[config.mk]
export PLATFORM = sky130hd
export DESIGN_NAME = seq_signed_divider_flat
export DESIGN_NICKNAME = d
export VERILOG_FILES = /design/src/rtl/seq_signed_divider_pkg.sv /design/src/rtl/seq_signed_divider_if.sv /design/src/rtl/seq_signed_divider_step.sv /design/src/rtl/seq_signed_divider.sv /design/src/flat_wrapper.sv
export SDC_FILE = /design/constraint.sdc
export NUM_CORES = 1
export LEC_CHECK = 0
export ABC_AREA = 1
export CAP_MARGIN = 20
export CORE_MARGIN = 10
export CORE_UTILIZATION = 50
export DETAILED_ROUTE_END_ITERATION = 7
export GPL_TIMING_DRIVEN = 0
export PLACE_DENSITY = 0.72
export SYNTH_ARGS = -nofsm -noshare
export SYNTH_HDL_FRONTEND = slang
export SYNTH_SLANG_ARGS = --single-unit
export TNS_END_PERCENT = 1
[constraint.sdc]
create_clock -name clk -period 3.04 [get_ports clk]
set_input_delay 0.456 -clock clk [delete_from_list [all_inputs] [get_ports clk]]
set_output_delay 0.456 -clock clk [all_outputs]
set_load 0.1 [all_outputs]
[src/rtl/seq_signed_divider_pkg.sv]
// Shared definitions for the sequential signed divider: FSM state encoding
// and the iteration counter sizing helper.
package seq_signed_divider_pkg;

    typedef enum logic [1:0] {
        S_IDLE = 2'd0,
        S_CALC = 2'd1,
        S_FIX  = 2'd2,
        S_DZ   = 2'd3
    } state_t;

    // Counter must hold WIDTH itself (the preparation step) down to 0.
    function automatic int cnt_bits(input int width);
        return $clog2(width + 1);
    endfunction

endpackage

[src/rtl/seq_signed_divider_if.sv]
// Start/busy/done handshake and operand/result bus of the signed divider.
interface seq_signed_divider_if #(
    parameter int WIDTH = 8
);
    logic             start;
    logic [WIDTH-1:0] dividend;
    logic [WIDTH-1:0] divisor;
    logic             busy;
    logic             done;
    logic [WIDTH-1:0] quotient;
    logic [WIDTH-1:0] remainder;
    logic             div_by_zero;
    logic             overflow;

    modport master (
        output start, dividend, divisor,
        input  busy, done, quotient, remainder, div_by_zero, overflow
    );

    modport slave (
        input  start, dividend, divisor,
        output busy, done, quotient, remainder, div_by_zero, overflow
    );
endinterface

[src/rtl/seq_signed_divider_step.sv]
// One restoring division step on unsigned magnitudes: shift {rem,q} left by one,
// trial-subtract the divisor, keep the difference if it is non-negative.
module div_step #(
    parameter int WIDTH = 8
) (
    input  logic [WIDTH-1:0] rem_in,
    input  logic [WIDTH-1:0] q_in,
    input  logic [WIDTH-1:0] dvs,
    output logic [WIDTH-1:0] rem_out,
    output logic [WIDTH-1:0] q_out
);
    // rem_in < dvs <= 2^(WIDTH-1), so the shifted remainder fits WIDTH bits
    // and bit WIDTH of the WIDTH+1-bit trial is a reliable sign.
    logic [WIDTH:0] trial;

    assign trial   = {rem_in, q_in[WIDTH-1]} - {1'b0, dvs};
    assign rem_out = trial[WIDTH] ? {rem_in[WIDTH-2:0], q_in[WIDTH-1]} : trial[WIDTH-1:0];
    assign q_out   = {q_in[WIDTH-2:0], ~trial[WIDTH]};
endmodule

[src/rtl/seq_signed_divider.sv]
// Sequential signed divider, one restoring step per clock. Optional build macro
// DIV_OVF_SATURATE_EN saturates the -2^(WIDTH-1) / -1 quotient instead of wrapping.
module seq_signed_divider
    import seq_signed_divider_pkg::*;
#(
    parameter int WIDTH = 8
) (
    input  logic                 clk,
    input  logic                 rst,
    seq_signed_divider_if.slave  bus
);
    localparam int             CW       = cnt_bits(WIDTH);
    localparam logic [CW-1:0]  CNT_PREP = CW'(WIDTH);
    localparam logic [WIDTH-1:0] MIN_VAL = {1'b1, {(WIDTH-1){1'b0}}};
`ifdef DIV_OVF_SATURATE_EN
    localparam logic [WIDTH-1:0] MAX_VAL = {1'b0, {(WIDTH-1){1'b1}}};
`endif

    state_t           state;
    logic [CW-1:0]    cnt;
    logic [WIDTH-1:0] abs_n;
    logic [WIDTH-1:0] abs_d;
    logic [WIDTH-1:0] rem;
    logic [WIDTH-1:0] q;
    logic [WIDTH-1:0] step_rem;
    logic [WIDTH-1:0] step_q;
    logic             n_neg;
    logic             q_neg;
    logic             ovf_case;

    div_step #(.WIDTH(WIDTH)) u_step (
        .rem_in  (rem),
        .q_in    (q),
        .dvs     (abs_d),
        .rem_out (step_rem),
        .q_out   (step_q)
    );

    // NOTE: every register here is assigned with <= so all updates in a cycle
    // see the pre-edge values; blocking = would let later lines read new values.
    always_ff @(posedge clk or posedge rst) begin
        if (rst) begin
            state           <= S_IDLE;
            cnt             <= '0;
            abs_n           <= '0;
            abs_d           <= '0;
            rem             <= '0;
            q               <= '0;
            n_neg           <= 1'b0;
            q_neg           <= 1'b0;
            ovf_case        <= 1'b0;
            bus.busy        <= 1'b0;
            bus.done        <= 1'b0;
            bus.quotient    <= '0;
            bus.remainder   <= '0;
            bus.div_by_zero <= 1'b0;
            bus.overflow    <= 1'b0;
        end else begin
            bus.done <= 1'b0;
            case (state)
                S_IDLE: begin
                    if (bus.start) begin
                        abs_n    <= bus.dividend[WIDTH-1] ? -bus.dividend : bus.dividend;
                        abs_d    <= bus.divisor[WIDTH-1]  ? -bus.divisor  : bus.divisor;
                        n_neg    <= bus.dividend[WIDTH-1];
                        q_neg    <= bus.dividend[WIDTH-1] ^ bus.divisor[WIDTH-1];
                        ovf_case <= (bus.dividend == MIN_VAL) && (bus.divisor == '1);
                        cnt      <= CNT_PREP;
                        bus.busy <= 1'b1;
                        state    <= S_CALC;
                    end
                end
                S_CALC: begin
                    // The first CALC cycle seeds the shift register and screens D==0.
                    if (cnt == CNT_PREP) begin
                        rem <= '0;
                        q   <= abs_n;
                        cnt <= CNT_PREP - CW'(1);
                        if (abs_d == '0) state <= S_DZ;
                    end else begin
                        rem <= step_rem;
                        q   <= step_q;
                        cnt <= cnt - CW'(1);
                        if (cnt == '0) state <= S_FIX;
                    end
                end
                S_FIX: begin
`ifdef DIV_OVF_SATURATE_EN
                    bus.quotient <= ovf_case ? MAX_VAL : (q_neg ? -q : q);
`else
                    bus.quotient <= q_neg ? -q : q;
`endif
                    bus.remainder   <= n_neg ? -rem : rem;
                    bus.div_by_zero <= 1'b0;
                    bus.overflow    <= ovf_case;
                    bus.done        <= 1'b1;
                    bus.busy        <= 1'b0;
                    state           <= S_IDLE;
                end
                S_DZ: begin
                    bus.quotient    <= '1;
                    bus.remainder   <= n_neg ? -abs_n : abs_n;
                    bus.div_by_zero <= 1'b1;
                    bus.overflow    <= 1'b0;
                    bus.done        <= 1'b1;
                    bus.busy        <= 1'b0;
                    state           <= S_IDLE;
                end
                default: state <= S_IDLE;
            endcase
        end
    end
endmodule

[src/flat_wrapper.sv]
// flat-port wrapper written by rule: the top's interface ports become plain ports
module seq_signed_divider_flat import seq_signed_divider_pkg::*;
#(
    parameter int WIDTH = 8
)
  (clk, rst, bus_start, bus_dividend, bus_divisor, bus_busy, bus_done, bus_quotient, bus_remainder, bus_div_by_zero, bus_overflow);
  seq_signed_divider_if #(.WIDTH(WIDTH)) bus_i ();
  input  logic clk;
  input  logic rst;
  input wire logic [$bits(bus_i.start)-1:0] bus_start;
  input wire logic [$bits(bus_i.dividend)-1:0] bus_dividend;
  input wire logic [$bits(bus_i.divisor)-1:0] bus_divisor;
  output wire logic [$bits(bus_i.busy)-1:0] bus_busy;
  output wire logic [$bits(bus_i.done)-1:0] bus_done;
  output wire logic [$bits(bus_i.quotient)-1:0] bus_quotient;
  output wire logic [$bits(bus_i.remainder)-1:0] bus_remainder;
  output wire logic [$bits(bus_i.div_by_zero)-1:0] bus_div_by_zero;
  output wire logic [$bits(bus_i.overflow)-1:0] bus_overflow;
  assign bus_i.start = bus_start;
  assign bus_i.dividend = bus_dividend;
  assign bus_i.divisor = bus_divisor;
  assign bus_busy = bus_i.busy;
  assign bus_done = bus_i.done;
  assign bus_quotient = bus_i.quotient;
  assign bus_remainder = bus_i.remainder;
  assign bus_div_by_zero = bus_i.div_by_zero;
  assign bus_overflow = bus_i.overflow;
  seq_signed_divider #(.WIDTH(WIDTH)) u_core (.clk(clk), .rst(rst), .bus(bus_i));
endmodule
# After elaboration in Yosys (flattened, before gate mapping)
# Index checks and enable logic that the tools add are counted.
[totals] out_inout_bits=20 reg_bits=61 memories=0 mem_bits_ro=0 ramBits=0 word_cells=68 inputBits=19 latchBits=0
[op_classes] n_shift=0 n_bitwise=2 add_sub_neg=7 order_cmp=0 n_div=0 mux=23 eq_ne=9 mul=0 n_reduce_logical=12
[ops] operator="$mux W8" count=8
[ops] operator="$neg A8 Y8" count=5
[ops] operator="$pmux W8 S2" count=2
[ops] operator="$eq A8 B8 Y1 const B" count=2
[ops] operator="$sub A9 B8 Y9" count=1
[ops] operator="$logic_not A8 Y1" count=1
[ops] operator="$mux W2" count=4
[ops] operator="$mux W4" count=2
[ops] operator="$pmux W4 S2" count=1
[ops] operator="$pmux W1 S2" count=3
[ops] operator="$pmux W2 S3" count=1
[ops] operator="$reduce_and A2 Y1" count=3
[ops] operator="$reduce_bool A2 Y1" count=3
[ops] operator="$eq A2 B2 Y1 const B" count=2
[ops] operator="$eq A4 B4 Y1 const B" count=1
[ops] operator="$logic_not A4 Y1" count=1
[ops] operator="$sub A4 B1 Y4 const B" count=1
[ops] operator="$ne A3 B1 Y1 const B" count=1
[ops] operator="$ne A3 B3 Y1 const B" count=1
[ops] operator="$reduce_and A3 Y1" count=1
[ops] operator="$eq A2 B1 Y1 const B" count=1
[ops] operator="$logic_not A2 Y1" count=1
[ops] operator="$mux W1" count=2
[ops] operator="$ne A2 B2 Y1 const B" count=1
[ops] operator="other kinds (4)" count=4

# Logic depth before layout (Yosys ltp)
# Gate-level depths: netlist of the first run.
[logic_depth] word_depth=4 ltp_mapped=13 depth_no_buf=13

# Hierarchy
# Synthesis of the first run repeated with hierarchy kept, for this count alone.
[hier_totals] hier_cells=551 area_unflattened_um2=3990.1
[modules_own_cells] module="seq_signed_divider" seq_area_each_um2=1526.5 cells_per_inst=439 n_inst=1 area_each_um2=3347.0
[modules_own_cells] module="div_step" seq_area_each_um2=0.0 cells_per_inst=112 n_inst=1 area_each_um2=643.1

# Least setup slack after synthesis of the first run
# Ideal clock, no wire load.
[synth_path] kind="register to register" from="register u_core.q[7]" to="register u_core.rem[7]" arrival_ps=1727 period_less_slack_ps=1844 setup_ps=117 n_path_buf=0 required_time_ps=2923 setup_slack_ps=1196 path_stages_with_launch=14 cell_sequence="dfrtp_1 inv_1 ha_1 fa_1 inv_1 nand2_1 nand2_1 nand3_2 nand2_2 nand2_2 nand2_4 nand2_1 nand3_1 nand2_1"
[synth_between] elab_chain_cells=3
[synth_rtl] element="start, declared" line="seq_signed_divider.sv:24" text="logic [WIDTH-1:0] q;"
[synth_rtl] element="start signal, assigned" line="seq_signed_divider.sv:77" text="q <= abs_n;"
[synth_rtl] element="start signal, assigned" line="seq_signed_divider.sv:82" text="q <= step_q;"
[synth_rtl] element="$sub A9 B8 Y9" line="seq_signed_divider_step.sv:16" text="assign trial = {rem_in, q_in[WIDTH-1]} - {1'b0, dvs};"
[synth_rtl] element="$mux W8" line="seq_signed_divider_step.sv:17" text="assign rem_out = trial[WIDTH] ? {rem_in[WIDTH-2:0], q_in[WIDTH-1]} : trial[WIDTH-1:0];"
[synth_rtl] element="$mux W8" line="seq_signed_divider.sv:75" text="if (cnt == CNT_PREP) begin"
[synth_rtl] element="end signal, assigned" line="seq_signed_divider.sv:81" text="rem <= step_rem;"
[synth_rtl] element="end, declared" line="seq_signed_divider.sv:23" text="logic [WIDTH-1:0] rem;"
# No other way between the ends.
# A chain may end at the register's enable or synchronous reset.

# Worst setup path in the final report of the first run
[layout_path] from="register u_core.bus.remainder[0]" to="output port bus_remainder[0]"
[layout_lines] element="start, declared" line="seq_signed_divider_if.sv:22" text="output busy, done, quotient, remainder, div_by_zero, overflow"
[layout_lines] element="start signal, assigned" line="seq_signed_divider.sv:93" text="bus.remainder <= n_neg ? -rem : rem;"
[layout_lines] element="start signal, assigned" line="seq_signed_divider.sv:102" text="bus.remainder <= n_neg ? -abs_n : abs_n;"
[layout_lines] element="end, declared" line="flat_wrapper.sv:16" text="output wire logic [$bits(bus_i.remainder)-1:0] bus_remainder;"
# No word-level cell between the ends.

==> results of run 1 <==
-- worst min path at each step --
| stage | endpoint | slack (ns) |
|---|---|---|
| 6_report | u_core.bus.quotient[6] | 0.47 |
| 5_1_grt | u_core.abs_n[7] | 0.51 |
| 4_1_cts | u_core.bus.div_by_zero | 0.47 |
| 3_5_place_dp | u_core.bus.div_by_zero | 0.46 |
| 3_3_place_gp | u_core.bus.div_by_zero | 0.45 |
| 2_1_floorplan | u_core.abs_d[3] | 0.45 |
-- Yosys cell counts (all sizes together) --
| cell | instances |
|---|---|
| xnor2 | 3 |
| inv | 78 |
| buf | 8 |
| nand3 | 48 |
| o221ai | 1 |
| o22ai | 5 |
| nor4 | 2 |
| a21oi | 13 |
| nand4 | 4 |
| fa | 1 |
| clkbuf | 3 |
| dfrtp | 61 |
| nor2 | 48 |
| a31oi | 6 |
| nand3b | 5 |
| o211ai | 2 |
| o21ai | 47 |
| nor3 | 4 |
| nand2 | 143 |
| ha | 15 |
| o41ai | 1 |
| or2 | 1 |
| xor2 | 11 |
| a22oi | 8 |
-- logic make-up (layout without fill, tap and decap cells) --
group / count (synthesis) / count (layout) / synth area share
AND/OR/NAND/NOR: 255 / 255 / 0.2905
buffers and inverters: 89 / 142 / 0.09704
AO/OA/AOI/OAI: 83 / 83 / 0.1243
flip-flops: 61 / 61 / 0.4013
adder cells (fa/ha/maj): 16 / 16 / 0.05461
XOR/XNOR: 14 / 14 / 0.03224
-- layout make-up --
cell class	instances	area [um^2]
buffer	11	73.82
clock buffer	11	151.4
clock inverter	4	47.55
fill	661	2814
inverter	78	295.3
multi-input combinational	368	1908
sequential	61	1526
tap	99	123.9
timing repair buffer	38	390.4
-- routing by layer --
layer	track usage	routed length [um]
met3	0.03293	551
met5	0	0
met2	0.2648	4235
met4	0.05222	111
met1	0.2151	4462
-- metrics by stage --
stage	cells	setup slack [ns]	cell area, um^2	util
floorplan	518	1.071	3804	-
finish	670	0.7217	4517	0.6161
global route	670	0.6807	4517	0.6161
detailed placement	655	0.9239	4318	0.5890
CTS	670	0.7114	4517	0.6161
global placement	654	0.01064	4298	0.5863
-- flip-flops by register name, summed over array words and instances, names as in the netlist --
register                count
u_core.abs_d                8
u_core.abs_n                8
u_core.bus.quotient         8
u_core.bus.remainder        8
u_core.q                    8
u_core.rem                  8
u_core.cnt                  4
u_core.state                2
u_core.bus.busy             1
u_core.bus.div_by_zero      1
u_core.bus.done             1
u_core.bus.overflow         1
u_core.n_neg                1
u_core.ovf_case             1
u_core.q_neg                1
==> results.sh, run 1 <==
export IMPL_worstMarginPinSlew_ns=0.9901
export IMPL_path_clk_slew_ns=0.08
export IMPL_cap_violations=0
export IMPL_cts_hold_buf=0
export IMPL_worstPathCellList="clkdlybuf4s50_1"
export IMPL_clock_skew_ns=0.01614
export IMPL_track_usage=0.1642
export IMPL_clkLatencyLatePin_ns=0.35
export IMPL_cp_depth=1
export IMPL_start_kind="flop"
export IMPL_slowest_delay_ns=1.15
export IMPL_synth_cells=518
export IMPL_setup_tns_final_ns=0
export IMPL_fin_hold_ws_ns=0.4708
export IMPL_maxSlewHeadroom=0.3378
export IMPL_diodes=0
export IMPL_synth_top_area_frac=0.4013
export IMPL_routed_via_density=5.296
export IMPL_layout_nets=602
export IMPL_hold_viol=0
export IMPL_dieArea_um2=11500
export IMPL_most_common_layout_cells="nand2_1, inv_1, dfrtp_1, nand3_1, nor2_1"
export IMPL_grt_pass1_wl_um=15550
export IMPL_synth_yosys_seq_area_share=0.4013
export IMPL_cts_tree="built"
export IMPL_antenna_found_initial=0
export IMPL_clock_root_buffer="clkbuf_8"
export IMPL_num_vias=3548
export IMPL_setup_viol=0
export IMPL_grt_max_degree=39
export IMPL_synth_distinct_cells=36
export IMPL_cp_arrival_ns=1.86
export IMPL_port_buffers=37
export IMPL_worstReg2RegEnd="u_core.rem[0]"
export IMPL_postCtsSetupRepairBufs=0
export IMPL_io_pins=39
export IMPL_crit_type="reg -> out"
export IMPL_worstPathRequired_ns=2.58
export IMPL_dr_pass1_iters=6
export IMPL_place_hpwl_um=7270
export IMPL_wl_per_cell_um=13.97
export IMPL_synth_area_um2=3804
export IMPL_core_area_um2=7331
export IMPL_drt_iter0_drc=255
export IMPL_final_common_cell="nand2_1"
export IMPL_die_w_um=107.2
export IMPL_start_util=0.5189
export IMPL_row_count=31
export IMPL_ys_seq_elements=61
export IMPL_drc=0
export IMPL_die_height_um=107.2
export IMPL_cts_sinks=61
export IMPL_min_period_over_period=0.7626
export IMPL_syn_num_nets=553
export IMPL_worstPathMaxFanout=2
export IMPL_fmax_ghz=0.4313
export IMPL_final_max_slew_viol_count=0
export IMPL_yosysWarnings=0
export IMPL_synth_area_leader_cell="dfrtp_1"
export IMPL_gp_congestion=0.8687
export IMPL_rr_worst_depth=13
export IMPL_rrSetupSlack_ns=0.90
export IMPL_ant_nets=0
export IMPL_crit_slowest_cell="clkdlybuf4s50_1"
export IMPL_cts_buffers=9
export IMPL_gr_total_overflow=0
export IMPL_crit_end="bus_remainder[0]"
export IMPL_totalWireLength_um=9360
export IMPL_period_needed_ns=2.318
export IMPL_crit_path_end_kind="output pin"
export IMPL_htree_levels=3
export IMPL_drive_above_1_share=0.07356
export IMPL_timing_critical_path_buf_inv=1
export IMPL_status="completed"
export IMPL_synth_area_leaders="dfrtp_1, nand2_1, inv_1"
export IMPL_grt_pass1_vias=3375
export IMPL_rsz0062_at_grt="no"
export IMPL_clockBufferDepth=2
export IMPL_syn_to_final_growth_pct=18.75
export IMPL_synth_area_per_cell_um2=7.343
export IMPL_crit_family="buffers and inverters"
export IMPL_post_cts_resized=0
export IMPL_critPathLaunch="u_core.bus.remainder[0]"
export IMPL_rr_startpoint="u_core.q[7]"
export IMPL_hold_path_class="in -> async"
Power of run 1 is not shown: default switching activity piles up to over one toggle a cycle in this logic, so the estimate is an artifact.
==> run 2: changes to the inputs <==
- PLACE_DENSITY: 0.72 -> 0.74
- clock period: 3.04 -> 1.95 ns (I/O delays scaled with it)
==> results.sh, run 2 (synthesis gave the netlist of run 1 again) <==
export IMPL_place_hpwl_um=7305
export IMPL_fmax_ghz=0.5170
export IMPL_syn_to_final_growth_pct=21.74
export IMPL_gr_total_overflow=0
export IMPL_crit_path_end_kind="flop"
export IMPL_cp_arrival_ns=2.22
export IMPL_fin_hold_ws_ns=0.2950
export IMPL_nFillCells=648
export IMPL_final_common_cell="nand2_1"
export IMPL_setup_viol=0
export IMPL_die_w_um=107.2
export IMPL_start_kind="flop"
export IMPL_maxSlewHeadroom=0.3486
export IMPL_totalWireLength_um=9443
export IMPL_worstMarginPinSlew_ns=0.9810
export IMPL_num_vias=3621
export IMPL_hold_path_class="in -> async"
export IMPL_die_height_um=107.2
export IMPL_layout_nets=607
export IMPL_rrSetupSlack_ns=0.02
export IMPL_port_buffers=37
export IMPL_fin_util=0.6317
export IMPL_dr_pass1_iters=5
export IMPL_place_ws_ns=-0.1695
export IMPL_grt_pass1_vias=3435
export IMPL_setup_slack_ns=0.01573
export IMPL_wl_met1_um=4262
export IMPL_worstPathMaxFanout=7
export IMPL_path_clk_slew_ns=0.07
export IMPL_final_max_slew_viol_count=0
export IMPL_cap_violations=0
export IMPL_crit_family="simple AND/OR/NAND/NOR gates"
export IMPL_dieArea_um2=11500
export IMPL_hold_viol=0
export IMPL_rr_startpoint="u_core.q[7]"
export IMPL_start_util=0.5189
export IMPL_drive_above_1_share=0.1057
export IMPL_io_pins=39
export IMPL_routed_via_density=5.357
export IMPL_drt_iter0_drc=270
export IMPL_clock_skew_ns=0.01060
export IMPL_clockBufferDepth=2
export IMPL_wl_per_cell_um=13.97
export IMPL_crit_type="reg -> reg"
export IMPL_row_count=31
export IMPL_min_period_over_period=0.9919
export IMPL_critPathLaunch="u_core.q[7]"
export IMPL_cts_sinks=61
export IMPL_gp_congestion=0.8776
export IMPL_register_area_um2=1528
export IMPL_drc=0
export IMPL_multi_input_area_um2=2006
export IMPL_timing_critical_path_buf_inv=3
export IMPL_clock_root_buffer="clkbuf_8"
export IMPL_diodes=0
export IMPL_most_common_layout_cells="nand2_1, inv_1, dfrtp_1, nor2_1, nand3_1"
export IMPL_clkLatencyLatePin_ns=0.35
export IMPL_cts_buffers=9
export IMPL_period_needed_ns=1.934
export IMPL_rsz0062_at_grt="yes"
export IMPL_worstPathRequired_ns=2.24
export IMPL_antenna_found_initial=0
export IMPL_setup_tns_final_ns=0
export IMPL_core_area_um2=7331
export IMPL_dr_wl_met2_um=4374
export IMPL_slowest_delay_ns=0.40
export IMPL_grt_max_degree=40
export IMPL_crit_slowest_cell="dfrtp_1"
export IMPL_ant_nets=0
export IMPL_htree_levels=3
export IMPL_met3_length_um=682
export IMPL_cts_tree="built"
export IMPL_status="completed"
export IMPL_track_usage=0.1685
export IMPL_top_layer_used="met4"
export IMPL_grt_pass1_wl_um=16010
export IMPL_worstPathCellList="inv_2 -> ha_4 -> fa_2 -> inv_2 -> nand2_2 -> nand2_2 -> nand3_4 -> nand2_4 -> nand2_8 -> buf_6 -> nand3_1 -> nand3_1 -> nand2_1"
-- run 2: changes by cell type in the layout (fill, tap and decap cells not counted), moves of 2 or more --
| cell | before | now |
|---|---|---|
| clkinvlp_4 | 1 | 4 |
| nand2_8 | 0 | 2 |
| buf_4 | 4 | 8 |
| nand2_1 | 140 | 134 |
| inv_2 | 6 | 8 |
| inv_1 | 71 | 69 |
| clkbuf_8 | 11 | 9 |
| ha_1 | 15 | 13 |
| nand3_4 | 0 | 2 |
| clkdlybuf4s50_1 | 37 | 17 |
| dlygate4sd2_1 | 0 | 20 |
| nand2_2 | 2 | 6 |
| ha_4 | 0 | 2 |
-- run 2: area by class of cell --
type / count / share of cell area
Clock inverter: 7 / 0.01594
Buffer: 11 / 0.01594
Clock buffer: 9 / 0.02675
Timing Repair Buffer: 43 / 0.08781
Inverter: 78 / 0.06377
Multi-Input combinational cell: 368 / 0.4331
Sequential cell: 61 / 0.3299
Tap cell: 99 / 0.02675
-- run 2: per-stage QoR --
stage	std cells	cell area, um^2
after floorplan	518	3804
after global routing	676	4631
after CTS	671	4506
after detailed placement	655	4318
after global placement	654	4298
final	676	4631
-- run 2: metal layers --
| layer | GRT usage | vias to the layer above |
|---|---|---|
| li1 | - | 1790 |
| met1 | 0.2190 | 1683 |
| met2 | 0.2635 | 133 |
| met3 | 0.04671 | 15 |
| met4 | 0.05609 | 0 |
| met5 | 0 | - |
-- run 2: final timing paths --
check	depth (start not counted)	end
max in group asynchronous	3	u_core.rem[0]
hold reg to reg	2	u_core.bus.div_by_zero
setup / recovery	13	u_core.rem[6]
setup reg to reg	13	u_core.rem[6]
hold / removal	2	u_core.bus.done
min in group clk	3	u_core.abs_n[7]
-- run 2: repair_timing --
item / 4_1_cts / 5_1_grt
setup endpoints to repair: 29 / 9
hold buffers: 0 / 0
setup buffers: 0 / 5
gates resized for setup: 26 / 16
endpoints found under the hold margin: 0 / 0
pin swaps: 1 / 6
Power of run 2 is left out for the same reason.
